$ cat src/rtl/cdb_broadcaster_pkg.sv
// Shared types for the common data bus: reservation-station tags, data words,
// the broadcast record and the per-FU buffered result.
package cdb_broadcaster_pkg;

   typedef logic [31:0] word32_t;

   typedef enum logic [2:0] {
      NO_VAL = 3'd0,
      ALU_1  = 3'd1,
      ALU_2  = 3'd2,
      ALU_3  = 3'd3,
      MUL_1  = 3'd4,
      MUL_2  = 3'd5,
      LOAD_1 = 3'd6,
      LOAD_2 = 3'd7
   } rs_tag_t;

   typedef struct packed {
      rs_tag_t tag;
      word32_t val;
   } cdb_t;

   typedef struct packed {
      rs_tag_t tag;
      word32_t val;
   } fu_result_t;

   // NO_VAL marks "nothing here", so it is never a result worth keeping.
   function automatic logic isRealTag(input rs_tag_t tag);
      return tag != NO_VAL;
   endfunction

endpackage

$ cat src/rtl/cdb_result_fifo.sv
// Small FIFO holding completed results of one functional unit until the
// CDB arbiter grants it a broadcast slot.
module cdb_result_fifo
   import cdb_broadcaster_pkg::*;
#(
   parameter int BUF_DEPTH = 2
)
(
   input  logic       clk_i,
   input  logic       reset_i,
   input  logic       push_i,
   input  fu_result_t data_i,
   input  logic       pop_i,
   output logic       full_o,
   output logic       empty_o,
   output fu_result_t head_o
);

   localparam int PTR_W = (BUF_DEPTH > 1) ? $clog2(BUF_DEPTH) : 1;
   localparam int CNT_W = $clog2(BUF_DEPTH + 1);

   fu_result_t       r_mem [BUF_DEPTH];
   logic [PTR_W-1:0] r_wrPtr;
   logic [PTR_W-1:0] r_rdPtr;
   logic [CNT_W-1:0] r_count;

   function automatic logic [PTR_W-1:0] nextPtr(input logic [PTR_W-1:0] ptr);
      return (ptr == PTR_W'(BUF_DEPTH - 1)) ? '0 : ptr + 1'b1;
   endfunction

   assign full_o  = (r_count == CNT_W'(BUF_DEPTH));
   assign empty_o = (r_count == '0);
   assign head_o  = r_mem[r_rdPtr];

   always_ff @(posedge clk_i) begin
      if (push_i)
         r_mem[r_wrPtr] <= data_i;
   end

   // A simultaneous push and pop leaves the count alone; the pop always
   // takes the old head, so a freshly pushed entry cannot leave in the same edge.
   always_ff @(posedge clk_i) begin
      if (reset_i) begin
         r_wrPtr <= '0;
         r_rdPtr <= '0;
         r_count <= '0;
      end else begin
         if (push_i)
            r_wrPtr <= nextPtr(r_wrPtr);
         if (pop_i)
            r_rdPtr <= nextPtr(r_rdPtr);
         case ({push_i, pop_i})
            2'b10:   r_count <= r_count + CNT_W'(1);
            2'b01:   r_count <= r_count - CNT_W'(1);
            default: r_count <= r_count;
         endcase
      end
   end

endmodule

$ cat src/rtl/cdb_broadcaster.sv
// Transmit end of the common data bus: buffers FU results and broadcasts one
// per cycle, choosing among non-empty buffers in round-robin order.
module cdb_broadcaster
   import cdb_broadcaster_pkg::*;
#(
   parameter int NUM_FU    = 3,
   parameter int BUF_DEPTH = 2
)
(
   input  logic              clk_i,
   input  logic              reset_i,
   input  logic [NUM_FU-1:0] fu_valid_i,
   input  rs_tag_t           fu_tag_i [NUM_FU],
   input  word32_t           fu_val_i [NUM_FU],
   output logic [NUM_FU-1:0] fu_ready_o,
   output cdb_t              cdb_o
);

   localparam int PTR_W = (NUM_FU > 1) ? $clog2(NUM_FU) : 1;

   logic [NUM_FU-1:0] w_full;
   logic [NUM_FU-1:0] w_empty;
   logic [NUM_FU-1:0] w_push;
   logic [NUM_FU-1:0] w_pop;
   fu_result_t        w_head [NUM_FU];
   logic              w_found;
   logic [PTR_W-1:0]  w_winner;
   logic [PTR_W-1:0]  w_cand;
   int                w_idx;
   logic [PTR_W-1:0]  r_ptr;
   cdb_t              r_cdb;

   for (genvar g = 0; g < NUM_FU; g++) begin : g_fu
      fu_result_t w_pushData;

      // Readiness ignores a same-cycle pop, so a full buffer never accepts.
      assign fu_ready_o[g] = !reset_i && !w_full[g];
      assign w_push[g]     = fu_valid_i[g] && fu_ready_o[g] && isRealTag(fu_tag_i[g]);
      assign w_pop[g]      = w_found && (w_winner == PTR_W'(g));
      assign w_pushData    = '{tag: fu_tag_i[g], val: fu_val_i[g]};

      cdb_result_fifo #(
         .BUF_DEPTH(BUF_DEPTH)
      ) u_fifo (
         .clk_i  (clk_i),
         .reset_i(reset_i),
         .push_i (w_push[g]),
         .data_i (w_pushData),
         .pop_i  (w_pop[g]),
         .full_o (w_full[g]),
         .empty_o(w_empty[g]),
         .head_o (w_head[g])
      );
   end

   always_comb begin
      w_found  = 1'b0;
      w_winner = '0;
      w_cand   = '0;
      w_idx    = 0;
      for (int k = 0; k < NUM_FU; k++) begin
         w_idx = int'(r_ptr) + k;
         if (w_idx >= NUM_FU)
            w_idx = w_idx - NUM_FU;
         w_cand = PTR_W'(w_idx);
         if (!w_found && !w_empty[w_cand]) begin
            w_found  = 1'b1;
            w_winner = w_cand;
         end
      end
   end

   // With no winner only the tag goes idle; the value keeps its last contents.
   always_ff @(posedge clk_i) begin
      if (reset_i) begin
         r_ptr <= '0;
         r_cdb <= '{tag: NO_VAL, val: '0};
      end else if (w_found) begin
         r_cdb <= '{tag: w_head[w_winner].tag, val: w_head[w_winner].val};
         r_ptr <= (w_winner == PTR_W'(NUM_FU - 1)) ? '0 : w_winner + 1'b1;
      end else begin
         r_cdb.tag <= NO_VAL;
      end
   end

   assign cdb_o = r_cdb;

endmodule

$ cat config.mk
export PLATFORM = sky130hd
export DESIGN_NAME = cdb_broadcaster
export DESIGN_NICKNAME = d
export VERILOG_FILES = /design/src/rtl/cdb_broadcaster_pkg.sv /design/src/rtl/cdb_result_fifo.sv /design/src/rtl/cdb_broadcaster.sv
export SDC_FILE = /design/constraint.sdc
export NUM_CORES = 1
export LEC_CHECK = 0
export ABC_CLOCK_PERIOD_IN_PS = 5000
export BUFFER_PORTS_ARGS = -buffer_cell sky130_fd_sc_hd__buf_2
export CORE_ASPECT_RATIO = 0.8
export CORE_MARGIN = 2
export CORE_UTILIZATION = 48
export DETAILED_ROUTE_END_ITERATION = 10
export GPL_TIMING_DRIVEN = 0
export PLACE_DENSITY = 0.74
export SETUP_SLACK_MARGIN = 0.3
export SYNTH_ARGS = -nofsm -noshare
export SYNTH_HDL_FRONTEND = slang
export SYNTH_SLANG_ARGS = --single-unit
$ cat constraint.sdc
create_clock -name clk_i -period 5 [get_ports clk_i]
set_clock_uncertainty 0.1 [all_clocks]
set_input_delay 0.75 -clock clk_i [delete_from_list [all_inputs] [get_ports clk_i]]
set_output_delay 0.75 -clock clk_i [all_outputs]
set_load 0.05 [all_outputs]
==> out/metrics.yaml <==
floorplanning:
  core_region_area_sq_um: 20580
  start_util: 0.4869
  die_w_microns: 165.6
  io_pins: 148
  die_area_sq_um: 22060
  rows: 47
  die_y_microns: 133.2
sta:
  rsz0062_at_grt: "no"
  min_period_ns: 3.054
  maxSlewHeadroom: 0.2405
  worst_pin_slew_ns: 1.122
  max_freq_ghz: 0.3275
  fin_crit_sh: 0.6108
  fin_setup_tns_ns: 0
  hold_ws_ns: 0.3148
  setup_viol: 0
  drv_slew: 0
  hold_viol_final: 0
worst_setup_path:
  required_ns: 5.35
  crit_type: "reg -> reg"
  cp.arrival_ns: 3.40
  crit_path_end_kind: "flop"
  r2r_cells: 10
  cp_max_fo: 10
  crit_path_start_kind: "flop"
drt:
  drt_iter0_drc: 355
  wl_microns: 22620
  dr.pass1.iters: 5
  drc: 0
  viasPerCell: 5.531
  num_vias: 5913
  wl_per_cell_microns: 21.16
  ant_nets: 0
clocking:
  clkLatencyLatePin_ns: 0.52
  postCtsSetupBuffers: 0
  clkSlewWorstSetupHoldPaths_ns: 0.06
  cts.sinks: 262
  clockBufferDepth: 3
  post_cts_resized: 0
  root_buffer: "clkbuf_16"
  cts_tree: "yes"
  postCtsHoldBufs: 0
  htree_levels: 1
  cts_buffers: 26
logic_synthesis:
  yosysTopAreaCell: "edfxtp_1"
  synthTopCellsByArea: "edfxtp_1, dfxtp_1, mux2_2"
  ys_seq_area_frac: 0.7331
  netlist.area_leader.share: 0.6292
  avgSynthCellArea_sq_um: 16.82
  syn_nets: 711
  synth-edff-count: 210
  synthFlopType: "edfxtp_1"
  syn_area_sq_um: 10020
  ys_seq_elements: 262
  yosysUniqueCellTypes: 45
  synthCells: 596
  yosysWarningCount: 0
  async_flop_share: 0
layout:
  final_common_cell: "edfxtp_1"
  layout_common_cells: "edfxtp_1, buf_2, mux2_2"
  area_delta_synth_final_pct: 20.34
  nets: 892
  fin_area_sq_um: 12060
  drive_gt1_frac: 0.3588
global_route:
  antenna_found_initial: 4
  grt_pass1_vias: 6240
  grt_pass1_wl_microns: 34330
  grtUsageTotal: 0.2058
  grt_max_degree: 28
  overflow: 0
placed_design:
  place.detailed.hpwl_microns: 16130
  gp_congestion: 0.8725
  port_buffers: 147
  placed_area_sq_um: 11260
min_path:
  min_delay_path_depth: 1
  hp-class: "in -> reg"
power:
  p_per_area_nw_per_um2: 592.8
  ir_drop_v: 0.0003000
  p_leak_nw: 4.228
outcome:
  status: "complete, no violations"
flow_run:
  drv_cap: 0
-- registers in the layout (all words and copies together) (netlist names), named ones only --
name,flops
cdb_o,35
r_ptr,2
g_fu.u_fifo.r_count,6
g_fu.u_fifo.r_wrPtr,3
g_fu.u_fifo.r_mem,210
g_fu.u_fifo.r_rdPtr,3
-- report_power, final --
group	switching (W)	internal (W)	total, W
logic	0.00163	0.000965	0.00260
registers	0.000111	0.00265	0.00276
clock network	0.000761	0.00104	0.00180
-- per-layer routing --
layer  share of wire  track usage  up-vias
li1                -            -     2732
met1            0.43       0.2772     2944
met2            0.48       0.3419      199
met3           0.067      0.04265       36
met4           0.020      0.05603        2
met5         0.00057            0        -
-- area by class of cell --
class,instances,area [sq um]
diodes,3,7.507
plain buffers,36,202.7
clock buffers,40,754.5
clock inverters,8,38.79
fillers,1579,8522
inverters,10,37.54
multi-input cells,288,2480
flip-flops and latches,262,7347
well taps,269,336.6
repair buffers,153,855.8
-- through the flow --
step                      setup slack (ns)  total power (W)  instances    util
after global routing                 1.801         0.007472       1068  0.5858
after CTS                            1.991         0.007186       1066  0.5856
after floorplan                     0.6387         0.004661        596       -
after detailed placement             1.957         0.005380       1018  0.5471
after global placement            -0.05468         0.005248       1012  0.5390
final                                1.946         0.007150       1069  0.5860
-- critical path: stages (launching register included) --
cell and delay, ns:
dfxtp_1 0.34, inv_1 0.06, ha_1 0.27, buf_2 0.19
nor2b_1 0.17, a222oi_1 0.11, nor2_1 0.55, buf_2 0.36
ha_1 0.31, or3_1 0.36, a21oi_1 0.15
-- cells by family (layout without fill, tap and decap cells) --
group | Yosys count | count (layout) | synth area share
flops | 262 | 262 | 0.7331
compound gates | 113 | 113 | 0.08714
mux | 105 | 105 | 0.1127
simple gates | 53 | 53 | 0.02634
buf+inv | 46 | 247 | 0.02397
xor+xnor | 12 | 12 | 0.01049
fa+ha+maj | 5 | 5 | 0.006242
other cells | 0 | 3 | 0
-- synthesized netlist by cell type, types with 2 or more instances --
cell type / count
buf_2: 6
buf_6: 6
edfxtp_1: 210
o311ai_0: 3
o21ai_1: 2
mux2i_1: 42
a221o_1: 21
mux2_2: 63
xnor2_1: 9
o2111ai_1: 11
ha_1: 5
buf_4: 4
o22ai_1: 22
a21oi_1: 11
or3_1: 3
o21a_1: 2
o21ai_0: 7
nor2b_1: 2
a22oi_1: 14
dfxtp_1: 52
nor2_1: 26
inv_1: 10
o211ai_1: 11
xor2_1: 3
nor3_2: 2
nand2_1: 12
clkbuf_1: 19
-- final timing paths --
kind,from,to,slack [ns]
max,r_ptr[0]$_SDFFE_PP0P_,g_fu[2].u_fifo.r_count[1]$_SDFFE_PP0P_,1.95
max reg2reg,r_ptr[0]$_SDFFE_PP0P_,g_fu[2].u_fifo.r_count[1]$_SDFFE_PP0P_,1.95
min,fu_val_i[26],g_fu[2].u_fifo.r_mem[1][26]$_DFFE_PP_,0.31
min reg2reg,cdb_o[5]$_SDFFE_PP0P_,cdb_o[5]$_SDFFE_PP0P_,0.37
(Power assumes the default switching activity.)
